`src/rtl/seg7_scan_display_if.sv`:
```
// Pin-side bundle for the BASYS2 seven-segment scanner: digit sources in, board pins out.
`timescale 1ns/1ps
interface seg7_scan_display_if;
  logic [15:0] digits;
  logic [3:0]  digit_en;
  logic [3:0]  dp_in;
  logic        blink;
  logic [3:0]  an;
  logic [6:0]  seg;
  logic        dp;

  modport master (
    output digits, digit_en, dp_in, blink,
    input  an, seg, dp
  );

  modport slave (
    input  digits, digit_en, dp_in, blink,
    output an, seg, dp
  );
endinterface

```
`src/rtl/seg7_scan_display.sv`:
```
// Time-multiplexed 4-digit common-anode seven-segment driver with blink; all state on negedge clk.
// Optional leading-zero suppression: define SEG7_LEADING_ZERO_BLANK_EN.
`timescale 1ns/1ps
module seg7_scan_display #(
  parameter int unsigned SCAN_DIV  = 50000,
  parameter int unsigned BLINK_DIV = 25000000
) (
  input  logic                 clk,
  input  logic                 reset,
  seg7_scan_display_if.slave   bus
);

  localparam int unsigned SCAN_W  = (SCAN_DIV  > 1) ? $clog2(SCAN_DIV)  : 1;
  localparam int unsigned BLINK_W = (BLINK_DIV > 1) ? $clog2(BLINK_DIV) : 1;
  localparam logic [SCAN_W-1:0]  SCAN_LAST  = SCAN_W'(SCAN_DIV - 1);
  localparam logic [BLINK_W-1:0] BLINK_LAST = BLINK_W'(BLINK_DIV - 1);

  typedef enum logic {PH_ON = 1'b0, PH_OFF = 1'b1} phase_e;

  logic [SCAN_W-1:0]  scan_cnt_q, scan_cnt_d;
  logic [1:0]         idx_q, idx_d;
  logic [BLINK_W-1:0] blink_cnt_q, blink_cnt_d;
  phase_e             phase_q, phase_d;
  logic [3:0]         an_q, an_d;
  logic [6:0]         seg_q, seg_d;
  logic               dp_q, dp_d;

  logic [3:0] nib;
  logic [6:0] dec;
  logic [3:0] blank;
  logic       visible;
  logic       show;

  always_ff @(negedge clk or negedge reset) begin
    if (!reset) begin
      scan_cnt_q  <= '0;
      idx_q       <= '0;
      blink_cnt_q <= '0;
      phase_q     <= PH_ON;
      an_q        <= '1;
      seg_q       <= '1;
      dp_q        <= 1'b1;
    end else begin
      scan_cnt_q  <= scan_cnt_d;
      idx_q       <= idx_d;
      blink_cnt_q <= blink_cnt_d;
      phase_q     <= phase_d;
      an_q        <= an_d;
      seg_q       <= seg_d;
      dp_q        <= dp_d;
    end
  end

  always_comb begin
    scan_cnt_d = scan_cnt_q + SCAN_W'(1);
    idx_d      = idx_q;
    if (scan_cnt_q == SCAN_LAST) begin
      scan_cnt_d = '0;
      idx_d      = idx_q + 2'd1;
    end
  end

  // Blink timing restarts from the visible phase whenever blink is low.
  always_comb begin
    blink_cnt_d = '0;
    phase_d     = PH_ON;
    if (bus.blink) begin
      if (blink_cnt_q == BLINK_LAST) begin
        blink_cnt_d = '0;
        phase_d     = (phase_q == PH_ON) ? PH_OFF : PH_ON;
      end else begin
        blink_cnt_d = blink_cnt_q + BLINK_W'(1);
        phase_d     = phase_q;
      end
    end
  end

`ifdef SEG7_LEADING_ZERO_BLANK_EN
  // Walk from digit3 down; a disabled higher digit does not stop suppression.
  always_comb begin
    logic higher_clear;
    logic [3:0] n;
    higher_clear = 1'b1;
    blank        = '0;
    for (int unsigned i = 0; i < 3; i++) begin
      n                = bus.digits[(3 - i) * 4 +: 4];
      blank[3 - i]     = higher_clear && (n == 4'd0);
      higher_clear     = higher_clear && ((n == 4'd0) || !bus.digit_en[3 - i]);
    end
  end
`else
  assign blank = '0;
`endif

  always_comb begin
    nib = bus.digits[{idx_q, 2'b00} +: 4];
    unique case (nib)
      4'd0:    dec = 7'b1000000;
      4'd1:    dec = 7'b1111001;
      4'd2:    dec = 7'b0100100;
      4'd3:    dec = 7'b0110000;
      4'd4:    dec = 7'b0011001;
      4'd5:    dec = 7'b0010010;
      4'd6:    dec = 7'b0000010;
      4'd7:    dec = 7'b1111000;
      4'd8:    dec = 7'b0000000;
      4'd9:    dec = 7'b0010000;
      default: dec = 7'b0111111;
    endcase
  end

  always_comb begin
    visible = !(bus.blink && (phase_q == PH_OFF));
    show    = visible && bus.digit_en[idx_q] && !blank[idx_q];
    an_d    = show ? ~(4'b0001 << idx_q) : '1;
    seg_d   = visible ? dec : '1;
    dp_d    = show ? ~bus.dp_in[idx_q] : 1'b1;
  end

  assign bus.an  = an_q;
  assign bus.seg = seg_q;
  assign bus.dp  = dp_q;

endmodule
```
`src/flat_wrapper.sv`:
```
// flat-port wrapper written by rule: the top's interface ports become plain ports
module seg7_scan_display_flat 
#(
  parameter int unsigned SCAN_DIV  = 50000,
  parameter int unsigned BLINK_DIV = 25000000
)
  (clk, reset, bus_digits, bus_digit_en, bus_dp_in, bus_blink, bus_an, bus_seg, bus_dp);
  seg7_scan_display_if bus_i ();
  input  logic clk;
  input  logic reset;
  input wire logic [$bits(bus_i.digits)-1:0] bus_digits;
  input wire logic [$bits(bus_i.digit_en)-1:0] bus_digit_en;
  input wire logic [$bits(bus_i.dp_in)-1:0] bus_dp_in;
  input wire logic [$bits(bus_i.blink)-1:0] bus_blink;
  output wire logic [$bits(bus_i.an)-1:0] bus_an;
  output wire logic [$bits(bus_i.seg)-1:0] bus_seg;
  output wire logic [$bits(bus_i.dp)-1:0] bus_dp;
  assign bus_i.digits = bus_digits;
  assign bus_i.digit_en = bus_digit_en;
  assign bus_i.dp_in = bus_dp_in;
  assign bus_i.blink = bus_blink;
  assign bus_an = bus_i.an;
  assign bus_seg = bus_i.seg;
  assign bus_dp = bus_i.dp;
  seg7_scan_display #(.SCAN_DIV(SCAN_DIV), .BLINK_DIV(BLINK_DIV)) u_core (.clk(clk), .reset(reset), .bus(bus_i));
endmodule
```
`config.mk`:
```
export PLATFORM = sky130hd
export DESIGN_NAME = seg7_scan_display_flat
export DESIGN_NICKNAME = d
export VERILOG_FILES = /design/src/rtl/seg7_scan_display_if.sv /design/src/rtl/seg7_scan_display.sv /design/src/flat_wrapper.sv
export SDC_FILE = /design/constraint.sdc
export NUM_CORES = 1
export LEC_CHECK = 0
export ABC_AREA = 1
export CAP_MARGIN = 20
export CORE_MARGIN = 2
export CORE_UTILIZATION = 62
export CTS_BUF_LIST = sky130_fd_sc_hd__clkbuf_2 sky130_fd_sc_hd__clkbuf_4 sky130_fd_sc_hd__clkbuf_8
export DETAILED_ROUTE_END_ITERATION = 10
export PLACE_DENSITY = 0.88
export SYNTH_ARGS = -nofsm -noshare
export SYNTH_HDL_FRONTEND = slang
export SYNTH_SLANG_ARGS = --single-unit
```
`constraint.sdc`:
```
create_clock -name clk -period 5.7 [get_ports clk]
set_clock_uncertainty 0.2 [all_clocks]
set_input_delay 1.14 -clock clk [delete_from_list [all_inputs] [get_ports clk]]
set_output_delay 1.14 -clock clk [all_outputs]
set_load 0.02 [all_outputs]
```
==> run summary, run 1 <==
maximum VDD drop -> 0.1915 mV
Post-Syn Nets -> 447
total power -> 752.3 uW
postcts setup bufs -> 0
finished layout cell area -> 0.003752 mm2
pin count of the biggest net entering global routing -> 57
ant diodes -> 0
Reg clk slew, reported paths -> 0.07 ns
crit path buf inv count -> 1
DRT iter0 DRCs -> 114
cell area power density -> 200.5 mW/mm2
initial antenna violation count -> 0
Die W -> 74.86 um
worst-path maximum fanout -> 1
first-pass GRT wire length -> 10740 um
setup TNS -> 0 ns
cell family with most CP delay -> buffers and inverters
total gr overflow -> 0
WL/cell -> 12.03 um
Synth cell types -> 28
clk_lat worst skew -> 0.31 ns
CTS resizes -> 1
CP Class -> reg2out
drt pass-1 iters -> 4
GPL Wtd Cong -> 0.9116
I/O pin total -> 39
CTS root buf -> clkbuf_8
placed cell area -> 0.003587 mm2
area of the multi-input gates -> 0.001485 mm2
Via density -> 4.993
fin nets -> 504
final core occ -> 0.7841
Clock Path Buffers -> 2
DIE HEIGHT -> 74.86 um
Slew HR -> 0.6807
Setup crit end kind -> primary output
register area -> 0.001416 mm2
HPWL Detailed -> 4791 um
Lkg Pwr -> 0.001781 uW
Post-Syn Area per Cell -> 7.611 um2
Post-CTS Hold Buffers -> 0
CTS buffer count -> 5
DRC -> 0
CP max-delay cell -> clkdlybuf4s50_1
area of the mapped netlist -> 0.003113 mm2
Seq/Total Area, Yosys -> 0.4550
final setup fails -> 0
Critical Path RT -> 4.36 ns
synthesis-to-finish area growth -> 20.54%
Max-cap violations -> 0
post-route ant nets -> 0
H-Tree Depth -> 2
crit path cell chain -> clkdlybuf4s50_1
vias in the first global route -> 2547
CTS tree -> done
final-report hold violation count -> 0
slew at the pin closest to its max-slew limit -> 0.4789 ns
status -> finished clean
worst path arrival time -> 4.33 ns
Num Clock Sinks -> 56
yosys warns -> 0
Post-Synthesis Cells -> 409
Rows -> 25
Final Max Tran Viols -> 0
core area -> 0.004786 mm2
crit path launch type -> flip-flop
full die area -> 0.005604 mm2
gr usage total -> 0.2505
Initial Util -> 0.6505
Fillers -> 329
Synth Register Bits -> 56
Hold WC Path Type -> reg2reg
DR vias -> 2666
R2R Setup Slk -> 3.55 ns
routed wire length -> 6423 um
Worst path max stage delay -> 0.59 ns
share of cells above drive strength 1 -> 0.09208
# port buffers -> 38
-- routing by layer --
layer / part of all wire / global-route usage
met3: 0.031 / 0.05087
met2: 0.52 / 0.4493
met4: 0.024 / 0.09127
met5: 0 / 0
met1: 0.42 / 0.2962
-- worst paths after layout --
kind	start	depth (start not counted)	to
setup / recovery	u_core.bus.seg[6]	1	bus_seg[6]
hold / removal	u_core.blink_cnt_q[0]	1	u_core.blink_cnt_q[0]
setup reg to reg	u_core.idx_q[0]	9	u_core.bus.seg[6]
hold reg to reg	u_core.blink_cnt_q[0]	1	u_core.blink_cnt_q[0]
max in group asynchronous	reset	2	u_core.bus.an[3]
min in group asynchronous	reset	2	u_core.blink_cnt_q[3]
-- final cells by class --
cell class	instances	share of cell area
Sequential cell	56	0.3775
Tap cell	67	0.02234
Timing Repair Buffer	42	0.1177
Multi-Input combinational cell	301	0.3958
Clock buffer	6	0.02201
Inverter	48	0.04802
Clock inverter	14	0.01667
-- layout by cell type, fill, tap and decap left out, types with 4 or more instances in the layout --
cell,netlist,final
nand2_1,111,111
nor2_1,81,81
inv_1,44,55
dfrtn_1,44,44
nand3_1,29,29
clkdlybuf4s50_1,0,26
xor2_1,16,16
dfstp_2,12,12
ha_1,11,11
dlymetal6s2s_1,0,10
nor3_1,9,9
o21ai_0,9,9
xnor2_1,6,6
clkbuf_8,0,6
nor2_2,5,5
nand4_1,5,5
a21oi_1,5,5
inv_2,4,4
-- stage by stage --
| step | hold WS [ns] | worst slack (ns) | cells |
|---|---|---|---|
| 5_1_grt | 0.2355 | -0.003357 | 534 |
| 4_1_cts | 0.2116 | 0.004643 | 534 |
| 6_report | 0.2123 | 0.02953 | 534 |
| 3_3_place_gp | 0.1818 | 0.1381 | 515 |
| 3_5_place_dp | 0.2095 | 0.05453 | 515 |
| 2_1_floorplan | 0.1641 | 0.5010 | 409 |
-- report_power, final --
group / total [uW] / switching [uW] / internal, uW
Sequential: 413 / 3.13 / 410
Combinational: 68.8 / 35.7 / 33.2
Clock: 271 / 158 / 113
Total: 752 / 196 / 556
-- sequential cells by signal, summed over array words and instances (netlist names) --
| name | count |
|---|---|
| u_core.blink_cnt_q | 25 |
| u_core.bus.an | 4 |
| u_core.bus.dp | 1 |
| u_core.bus.seg | 7 |
| u_core.idx_q | 2 |
| u_core.phase_q | 1 |
| u_core.scan_cnt_q | 16 |
-- synth_stat cells, drive strengths merged --
cell type | number | share of area
nor3b | 1 | 0.0024
nand3b | 1 | 0.0024
dfstp | 12 | 0.10
buf | 3 | 0.0088
nor3 | 9 | 0.014
nor2 | 89 | 0.12
inv | 48 | 0.058
o21ai | 10 | 0.016
o211ai | 1 | 0.0024
clkinv | 1 | 0.0012
xnor2 | 6 | 0.017
ha | 11 | 0.044
dfrtn | 44 | 0.35
a21oi | 6 | 0.011
nand2 | 114 | 0.14
nand4 | 5 | 0.010
or2 | 1 | 0.0020
o22ai | 1 | 0.0020
xor2 | 16 | 0.045
nand3 | 30 | 0.050
-- cell families (layout without fill, tap and decap cells) --
family,after synthesis,count (layout),share of synthesized area
AND/OR/NAND/NOR,250,250,0.3396
flip-flops,56,56,0.4550
buffers and inverters,52,110,0.06792
XOR/XNOR,22,22,0.06190
AO/OA/AOI/OAI,18,18,0.03135
adder cells (fa/ha/maj),11,11,0.04421
Power figures use the tool's default switching activity.
==> run 2: changes to the inputs <==
--- a/config.mk
+++ b/config.mk
@@ -7,11 +7,10 @@
 export LEC_CHECK = 0
 export ABC_AREA = 1
 export CAP_MARGIN = 20
-export CORE_MARGIN = 2
-export CORE_UTILIZATION = 62
+export CORE_UTILIZATION = 60
 export CTS_BUF_LIST = sky130_fd_sc_hd__clkbuf_2 sky130_fd_sc_hd__clkbuf_4 sky130_fd_sc_hd__clkbuf_8
 export DETAILED_ROUTE_END_ITERATION = 10
-export PLACE_DENSITY = 0.88
+export PLACE_DENSITY = 0.85
 export SYNTH_ARGS = -nofsm -noshare
 export SYNTH_HDL_FRONTEND = slang
 export SYNTH_SLANG_ARGS = --single-unit
==> run summary, run 2 (synthesized netlist as in run 1, its figures left out) <==
status -> finished clean
Logic pwr share -> 0.092 (about the same)
slew at the pin closest to its max-slew limit -> 0.4341 ns (-0.04486 ns)
DR vias -> 2647 (-0.71%)
Clock Path Buffers -> 2 (unchanged)
total gr overflow -> 0 (unchanged)
HPWL Detailed -> 4786 um (-0.10%)
worst path arrival time -> 4.32 ns (about the same)
Critical Path RT -> 4.36 ns (about the same)
final-report hold violation count -> 0 (unchanged)
Lkg Pwr -> 0.001732 uW (-2.8%)
postcts setup bufs -> 0 (unchanged)
Hold WC Path Type -> reg2reg
DRC -> 0 (unchanged)
crit path launch type -> flip-flop
CTS buffer count -> 5 (unchanged)
DRT iter0 DRCs -> 119 (+4.4%)
CP Class -> reg2out
Num Clock Sinks -> 56 (unchanged)
first-pass GRT wire length -> 10630 um (-1.0%)
Sw Ratio -> 0.2626 (+0.001516)
fin nets -> 504 (unchanged)
Max-cap violations -> 0 (unchanged)
Via density -> 4.957 (-0.71%)
routed wire length -> 6144 um (-4.3%)
setup TNS -> 0 ns (unchanged)
sequential cell fraction of total power -> 0.561 (+0.012)
Die W -> 74.03 um (-1.1%)
CTS root buf -> clkbuf_8
most frequent cells in the layout -> nand2_1 (111), nor2_1 (81), inv_1 (55)
H-Tree Depth -> 2 (unchanged)
maximum VDD drop -> 0.1413 mV (-26%)
worst-path maximum fanout -> 1 (unchanged)
Most flops, register -> u_core.blink_cnt_q
crit path cell chain -> clkdlybuf4s50_1
cell area power density -> 197.6 mW/mm2 (-1.4%)
Reg clk slew, reported paths -> 0.07 ns (about the same)
post-route ant nets -> 0 (unchanged)
Rows -> 25 (unchanged)
Setup WS pre-CTS -> 0.09777 ns (+0.04324 ns)
synthesis-to-finish area growth -> 19.65%
Worst path max stage delay -> 0.60 ns (about the same)
full die area -> 0.005480 mm2 (-2.2%)
Initial Util -> 0.6421 (-0.008393)
final core occ -> 0.7683 (-0.01579)
final setup fails -> 0 (unchanged)
initial antenna violation count -> 0 (unchanged)
commonest non-fill, non-tap cell in the layout -> nand2_1
Setup crit end kind -> primary output
clock power share -> 0.348 (-0.012)
Final Max Tran Viols -> 0 (unchanged)
I/O pin total -> 39 (unchanged)
final setup margin -> 0.03626 ns (+0.006731 ns)
CP max-delay cell -> clkdlybuf4s50_1
WL/cell -> 11.51 um (-4.3%)
DIE HEIGHT -> 74.03 um (-1.1%)
max reg flops -> 25 (unchanged)
gr usage total -> 0.2501 (-0.0004225)
CTS tree -> done
clk_lat worst skew -> 0.31 ns (about the same)
# port buffers -> 38 (unchanged)
Slew HR -> 0.7106 (+0.02991)
crit path buf inv count -> 1 (unchanged)
ant diodes -> 0 (unchanged)
share of cells above drive strength 1 -> 0.09208 (unchanged)
switching power -> 193.3 uW (-1.6%)
pin count of the biggest net entering global routing -> 43 (-25%)
cell family with most CP delay -> buffers and inverters
core area -> 0.004848 mm2 (+1.3%)
GPL Wtd Cong -> 0.8835 (-3.1%)
vias in the first global route -> 2554 (+0.27%)
Int Pwr -> 542.7 uW (-2.4%)
Fin Hold WS -> 0.2139 ns (+0.001639 ns)
drt pass-1 iters -> 4 (unchanged)
[run 2: cell types whose count changed in the layout (fill, tap and decap cells not counted), sizes merged]
cell / before / now
dlymetal6s2s: 10 / 3
clkdlybuf4s50: 26 / 32
clkinv: 1 / 3
clkbuf: 6 / 5
dlygate4sd2: 1 / 2
inv: 61 / 60
[run 2: final cells by class]
type | count | area (um2)
Timing Repair Buffer | 42 | 422.9
Fill cell | 350 | 1124
Multi-Input combinational cell | 301 | 1485
Clock buffer | 5 | 68.82
Tap cell | 67 | 83.83
Inverter | 48 | 180.2
Sequential cell | 56 | 1416
Clock inverter | 15 | 67.56
[run 2: metal layers]
metal	share of wire	wire length (um)	GRT usage	up-vias
li1	-	-	-	1373
met1	0.44	2697	0.3050	1200
met2	0.50	3085	0.4505	62
met3	0.041	250	0.04472	12
met4	0.018	110	0.07479	0
met5	0	0	0	-
[run 2: path summary, 6_finish.rpt]
check | slack (ns) | cells after the start | endpoint | from
setup / recovery | 0.04 | 1 | bus_seg[4] | u_core.bus.seg[4]
hold / removal | 0.21 | 1 | u_core.blink_cnt_q[0] | u_core.blink_cnt_q[0]
min in group asynchronous | 3.26 | 1 | u_core.blink_cnt_q[3] | reset
hold reg to reg | 0.21 | 1 | u_core.blink_cnt_q[0] | u_core.blink_cnt_q[0]
max in group asynchronous | 1.37 | 2 | u_core.bus.seg[6] | reset
setup reg to reg | 3.61 | 9 | u_core.bus.seg[6] | u_core.idx_q[0]
[run 2: through the flow]
| stage | power [uW] | instances | instance area (um2) |
|---|---|---|---|
| global route | 772.7 | 534 | 3725 |
| finish | 736.0 | 534 | 3725 |
| floorplan | 460.5 | 409 | 3113 |
| CTS | 740.5 | 534 | 3717 |
| global placement | 500.9 | 515 | 3587 |
| detailed placement | 502.4 | 515 | 3587 |
[run 2: power groups by stage]
| stage | logic (uW) | registers, uW | clock network [uW] |
|---|---|---|---|
| 2_1_floorplan | 20.5 | 426 | 14.0 |
| 3_3_place_gp | 67.7 | 419 | 14.0 |
| 3_5_place_dp | 69.0 | 419 | 14.0 |
| 4_1_cts | 69.0 | 413 | 259 |
| 5_1_grt | 75.7 | 413 | 284 |
| 6_report | 67.6 | 413 | 256 |
[run 2: timing repair]
| item | CTS | global route |
|---|---|---|
| hold buffers | 0 | 0 |
| setup endpoints to repair | 2 | 3 |
| gates resized for setup | 2 | 3 |
| cloned | 0 | 0 |
==> run 3: changes to the inputs <==
--- a/config.mk
+++ b/config.mk
@@ -11,6 +11,7 @@
 export CTS_BUF_LIST = sky130_fd_sc_hd__clkbuf_2 sky130_fd_sc_hd__clkbuf_4 sky130_fd_sc_hd__clkbuf_8
 export DETAILED_ROUTE_END_ITERATION = 10
 export PLACE_DENSITY = 0.85
+export SLEW_MARGIN = 20
 export SYNTH_ARGS = -nofsm -noshare
 export SYNTH_HDL_FRONTEND = slang
 export SYNTH_SLANG_ARGS = --single-unit
==> results of run 3 <==
No change in the layout: final DEF, timing and power equal those of run 2.
==> edit 1: new RTL, settings of run 2 <==
`SCAN_DIV` is set to 50000 in 2 places; all go to 100000.
--- a/src/rtl/seg7_scan_display.sv
+++ b/src/rtl/seg7_scan_display.sv
@@ -2,7 +2,7 @@
 // Optional leading-zero suppression: define SEG7_LEADING_ZERO_BLANK_EN.
 `timescale 1ns/1ps
 module seg7_scan_display #(
-  parameter int unsigned SCAN_DIV  = 50000,
+  parameter int unsigned SCAN_DIV  = 100000,
   parameter int unsigned BLINK_DIV = 25000000
 ) (
   input  logic                 clk,
--- a/src/flat_wrapper.sv
+++ b/src/flat_wrapper.sv
@@ -1,7 +1,7 @@
 // flat-port wrapper written by rule: the top's interface ports become plain ports
 module seg7_scan_display_flat 
 #(
-  parameter int unsigned SCAN_DIV  = 50000,
+  parameter int unsigned SCAN_DIV  = 100000,
   parameter int unsigned BLINK_DIV = 25000000
 )
   (clk, reset, bus_digits, bus_digit_en, bus_dp_in, bus_blink, bus_an, bus_seg, bus_dp);
Function: same outputs for any inputs over 10 cycles, from zero or initial values and one cycle with reset low; that may be too few to reach the edited logic, so the function may still have changed.
==> edit 1 against run 2 <==
The flow now finishes with violations (setup timing); area after synthesis rose by 4.4%; routed wire length rose by 17%; total power rose by 35%; worst setup slack got worse by 39 ps; critical path type unchanged; cell area rose by 7.5%; critical endpoint is now bus_seg[3]; largest power group is now the clock network; utilization rose by 0.61 points; sequential cell count rose by 1; synthesized cell count rose by 3.7%; sequential share of layout area fell by 2.0 points; first-iteration DRC count rose by 69%.
==> edit 1: results (changes against run 2) <==
Logic synthesis
  – Syn_nets: 462 (was 447)
  – Synth Area in XOR/XNOR: 5.66% (was 6.19%)
  – Post-synth top cells: nand2_1, nor2_1, dfrtn_1 (was nand2_1, nor2_1, dfrtn_1, inv_1, nand3_1)
  – Yosys warning total: 0 (unchanged)
  – Main flop type after synthesis: dfrtn_1 (unchanged)
  – Synth Area in Adders: 4.23% (was 4.42%)
  – Synth top area cells: dfrtn_1, nand2_1, dfstp_2 (unchanged)
  – Syn Area/Cell: 7.67 um2 (was 7.61 um2)
  – Proportion of synthesized area in mux cells: 0% (unchanged)
  – Compound-Gate Fraction of Synth Area: 4.23% (was 3.14%)
  – Distinct cells, synth: 31 (was 28)
  – Post-synthesis sequential area ratio: 44.3% (was 45.5%)

Route
  – M1 WL: 3.04 mm (was 2.70 mm)
  – DR WL met3: 321 um (was 250 um)
  – Uppermost layer routed: met4 (unchanged)
  – Met2 routed WL: 3.55 mm (was 3.09 mm)
  – Drt wl/cell: 12.8 um (was 11.5 um)
  – Vias per cell: 5.13 (was 4.96)
  – First drt pass iteration count: 5 (was 4)
  – Drt initial violations: 201 (was 119)

Clock network
  – Worst skew pair latency: 330 ps (was 310 ps)
  – Setup repair bufs after CTS: 0 (unchanged)
  – CTS Buf Count: 9 (was 5)
  – # H-tree levels: 3 (was 2)

STA
  – Setup Total Neg Slack: -2.88 ps (was 0 ps)
  – Slew headroom: 62.5% (was 71.1%)
  – Post-route worst setup slack: -2.88 ps (was 36.3 ps)
  – Final setup violation count: 1 (was 0)

Setup path
  – CP max-delay cell: clkdlybuf4s50_1 (unchanged)
  – CP Launch Point: u_core.bus.seg[3] (was u_core.bus.seg[4])
  – Critical R2R Capture: u_core.bus.seg[6] (unchanged)
  – R2R setup slack: 3480 ps (was 3610 ps)
  – Delay-heaviest family, CP: buffers and inverters (unchanged)
  – Arr. time, crit path: 4360 ps (was 4320 ps)
  – Setup crit end: bus_seg[3] (was bus_seg[4])
  – Crit-path max cell delay: 590 ps

Outcome
  – Outcome: complete, but fails checks (was completed)
  – Failing checks: setup timing

Finish
  – Fin nets: 522 (was 504)
  – Share of layout cells above drive strength 1: 13.1% (was 9.21%)
  – Fillers: 357 (was 350)
  – Layout Cells excl Fill: 559 (was 534)

Placed design
  – DP HPWL: 5.27 mm (was 4.79 mm)
  – Placed cells: 532 (was 515)
  – Post-DP Area: 3710 um2 (was 3590 um2)
  – Setup Slack @ Placement: 27.6 ps (was 97.8 ps)
  – GP Congestion: 0.880 (was 0.884)

Global routing
  – Largest net degree at the start of global routing: 28 (was 43)
  – Number of global-route vias before repair: 2714 (was 2554)
  – First-pass GRT wire length: 11.5 mm (was 10.6 mm)
  – Total GRT Usage: 27.3% (was 25.0%)

Power and ir drop
  – VDD IR max: 0.239 mV (was 0.141 mV)
  – Lkg Pwr: 1.84 nW (was 1.73 nW)
[edit 1: final cells by class]
type                       count  area, um2  area share (%)
clock buffer                  10        131            3.28
inverter                      49        184            4.59
timing repair buffer          41        412            10.3
multi-input combinational    314       1590            39.8
clock inverter                18        155            3.87
tap                           70       87.6            2.19
sequential                    57       1440            36.0
[edit 1: logic make-up (layout without fill, tap and decap cells)]
family                   after synthesis  after routing
adder cells (fa/ha/maj)               11             11
AO/OA/AOI/OAI                         23             23
XOR/XNOR                              21             21
flip-flops                            57             57
AND/OR/NAND/NOR                      259            259
buffers and inverters                 53            118
[edit 1: layer usage]
metal | global-route usage (%) | vias to the layer above
met2 | 46.3 | 98
met1 | 33.4 | 1301
li1 | - | 1441
met5 | 0 | -
met3 | 4.50 | 30
met4 | 15.0 | 0
[edit 1: worst min-delay path by stage]
stage                               startpoint                    to  slack, ps
after global placement    u_core.scan_cnt_q[0]  u_core.scan_cnt_q[0]        180
after detailed placement  u_core.scan_cnt_q[0]  u_core.scan_cnt_q[0]        200
final                     u_core.scan_cnt_q[0]  u_core.scan_cnt_q[0]        190
after global routing      u_core.scan_cnt_q[0]  u_core.scan_cnt_q[0]        200
after floorplan           u_core.scan_cnt_q[0]  u_core.scan_cnt_q[0]        160
after CTS                 u_core.scan_cnt_q[0]  u_core.scan_cnt_q[0]        200
[edit 1: report_power, final]
group | internal [mW] | leakage (nW) | switching, mW
registers | 0.417 | 0.738 | 0.00316
logic | 0.0323 | 0.926 | 0.0359
clock network | 0.306 | 0.180 | 0.196
[edit 1: timing repair]
action                     4_1_cts  5_1_grt
setup endpoints to repair        1        6
resized for setup                1        6
pin swaps                        0        0
hold endpoints to repair         0        0
==> edit 2: new RTL, settings of run 2 <==
Made on the original files. Reset style: synchronous (`reset`), changed in one clocked block.
--- a/src/rtl/seg7_scan_display.sv
+++ b/src/rtl/seg7_scan_display.sv
@@ -31,7 +31,7 @@
   logic       visible;
   logic       show;
 
-  always_ff @(negedge clk or negedge reset) begin
+  always_ff @(negedge clk) begin
     if (!reset) begin
       scan_cnt_q  <= '0;
       idx_q       <= '0;
Behaviour: differs if reset is asserted again (counterexample within 4 cycles, from zero or initial values and one cycle with reset low); with reset held inactive, the same outputs for 10 cycles.
==> edit 2 against run 2 <==
Cell area is 0.74% higher; clock power is 65% higher; area after synthesis is 3.1% lower; hold slack better by 29 ps; largest power group is now the clock network; count of clock-buffer cells in the layout stayed put; sequential cell count stayed put; routed wire length is 2.5% higher; synthesized cell count is 6.6% higher; worst setup slack better by 170 ps; total power is 21% higher; highest routed layer unchanged; critical endpoint is now bus_an[0]; sequential share of layout area is 8.1 points lower.
==> edit 2: results (changes against run 2) <==
Outcome
  – Outcome: completed (unchanged)

Logic synthesis
  – Synth top area cells: dfxtp_1, nand2_1, nor2_1 (was dfrtn_1, nand2_1, dfstp_2)
  – Synth Area in Adders: 4.98% (was 4.42%)
  – Synth Area in XOR/XNOR: 3.77% (was 6.19%)
  – Distinct cells, synth: 34 (was 28)
  – Main flop type after synthesis: dfxtp_1 (was dfrtn_1)
  – Compound-Gate Fraction of Synth Area: 7.21% (was 3.14%)
  – Post-synth top cells: nand2_1, nor2_1, dfxtp_1 (was nand2_1, nor2_1, dfrtn_1, inv_1, nand3_1)
  – Post-synthesis sequential area ratio: 37.1% (was 45.5%)
  – Async SR Flop Fraction: 0% (was 100%)

Setup path
  – Worst Reg-to-Reg Cells: 10 (was 9)
  – Critical R2R Capture: u_core.bus.seg[3] (was u_core.bus.seg[6])
  – R2R setup slack: 3590 ps (was 3610 ps)
  – Reg2reg start: u_core.idx_q[0] (unchanged)
  – Arr. time, crit path: 4160 ps (was 4320 ps)

Placed design
  – DP HPWL: 4.45 mm (was 4.79 mm)
  – Post-DP Area: 3430 um2 (was 3590 um2)
  – Placed cells: 536 (was 515)
  – GP Congestion: 0.847 (was 0.884)

Finish
  – Fin nets: 570 (was 504)
  – Layout Cells excl Fill: 599 (was 534)
  – Final cell area excluding filler cells: 3750 um2 (was 3720 um2)
  – Fillers: 336 (was 350)
  – Share of layout cells above drive strength 1: 7.89% (was 9.21%)

Route
  – Met2 routed WL: 3.07 mm (was 3.09 mm)
  – Post-Route WL: 6.30 mm (was 6.14 mm)
  – M1 WL: 2.79 mm (was 2.70 mm)
  – First drt pass iteration count: 5 (was 4)
  – DR WL met3: 360 um (was 250 um)
  – Via Count: 3012 (was 2647)

Global routing
  – First-pass GRT wire length: 10.6 mm (about the same)
  – Largest net degree at the start of global routing: 26 (was 43)
  – Number of global-route vias before repair: 2813 (was 2554)

STA
  – Hold slack: 243 ps (was 214 ps)

Power and ir drop
  – Lkg Pwr: 1.56 nW (was 1.73 nW)
  – VDD IR max: 0.148 mV (was 0.141 mV)

Clock network
  – Worst skew pair latency: 390 ps (was 310 ps)
  – Clk slew on worst S/H paths: 50 ps (was 70 ps)
  – Post_cts resized: 0 (was 2)

Hold path
  – Hold_sp: u_core.blink_cnt_q[0] (unchanged)
  – WHS Endpoint: u_core.blink_cnt_q[0] (unchanged)
==> edit 2: changes by cell type after synthesis, moves of 3 or more <==
| cell | before | now |
|---|---|---|
| dfrtn_1 | 44 | 0 |
| xor2_1 | 16 | 6 |
| dfstp_2 | 12 | 0 |
| nor3_1 | 9 | 4 |
| nand2_4 | 0 | 3 |
| dfxtp_1 | 0 | 56 |
| nand3_1 | 29 | 34 |
| nand2_2 | 3 | 9 |
| nor2_1 | 81 | 70 |
| a21oi_1 | 5 | 26 |
| nand2_1 | 111 | 121 |
| o21ai_0 | 9 | 5 |
==> edit 2: report_power, final <==
part / total [mW] / switching, mW / internal [mW]
Sequential: 0.404 / 0.00310 / 0.401
Clock: 0.423 / 0.240 / 0.183
Combinational: 0.0627 / 0.0300 / 0.0327
Total: 0.889 / 0.273 / 0.616
==> edit 2: layer usage <==
layer  global-route usage (%)  up-vias
li1                         -     1562
met2                     43.5       77
met5                        0        -
met3                     8.70        8
met1                     26.3     1365
met4                     15.5        0
==> edit 2: layout make-up <==
type	instances	area share [%]
clock buffer	5	1.83
timing repair buffer	39	10.3
sequential	56	29.9
multi-input combinational	328	44.4
tap	67	2.23
inverter	45	4.53
clock inverter	59	6.80
==> edit 2: how the worst max path moves through the flow <==
stage | from | slack, ps | to
final | u_core.bus.an[0] | 200 | bus_an[0]
after CTS | u_core.bus.an[1] | 200 | bus_an[1]
after global placement | bus_digits[12] | 140 | u_core.bus.seg[3]
after floorplan | bus_digits[5] | 670 | u_core.bus.seg[6]
after detailed placement | bus_digits[12] | 90 | u_core.bus.seg[3]
after global routing | u_core.bus.an[2] | 160 | bus_an[2]
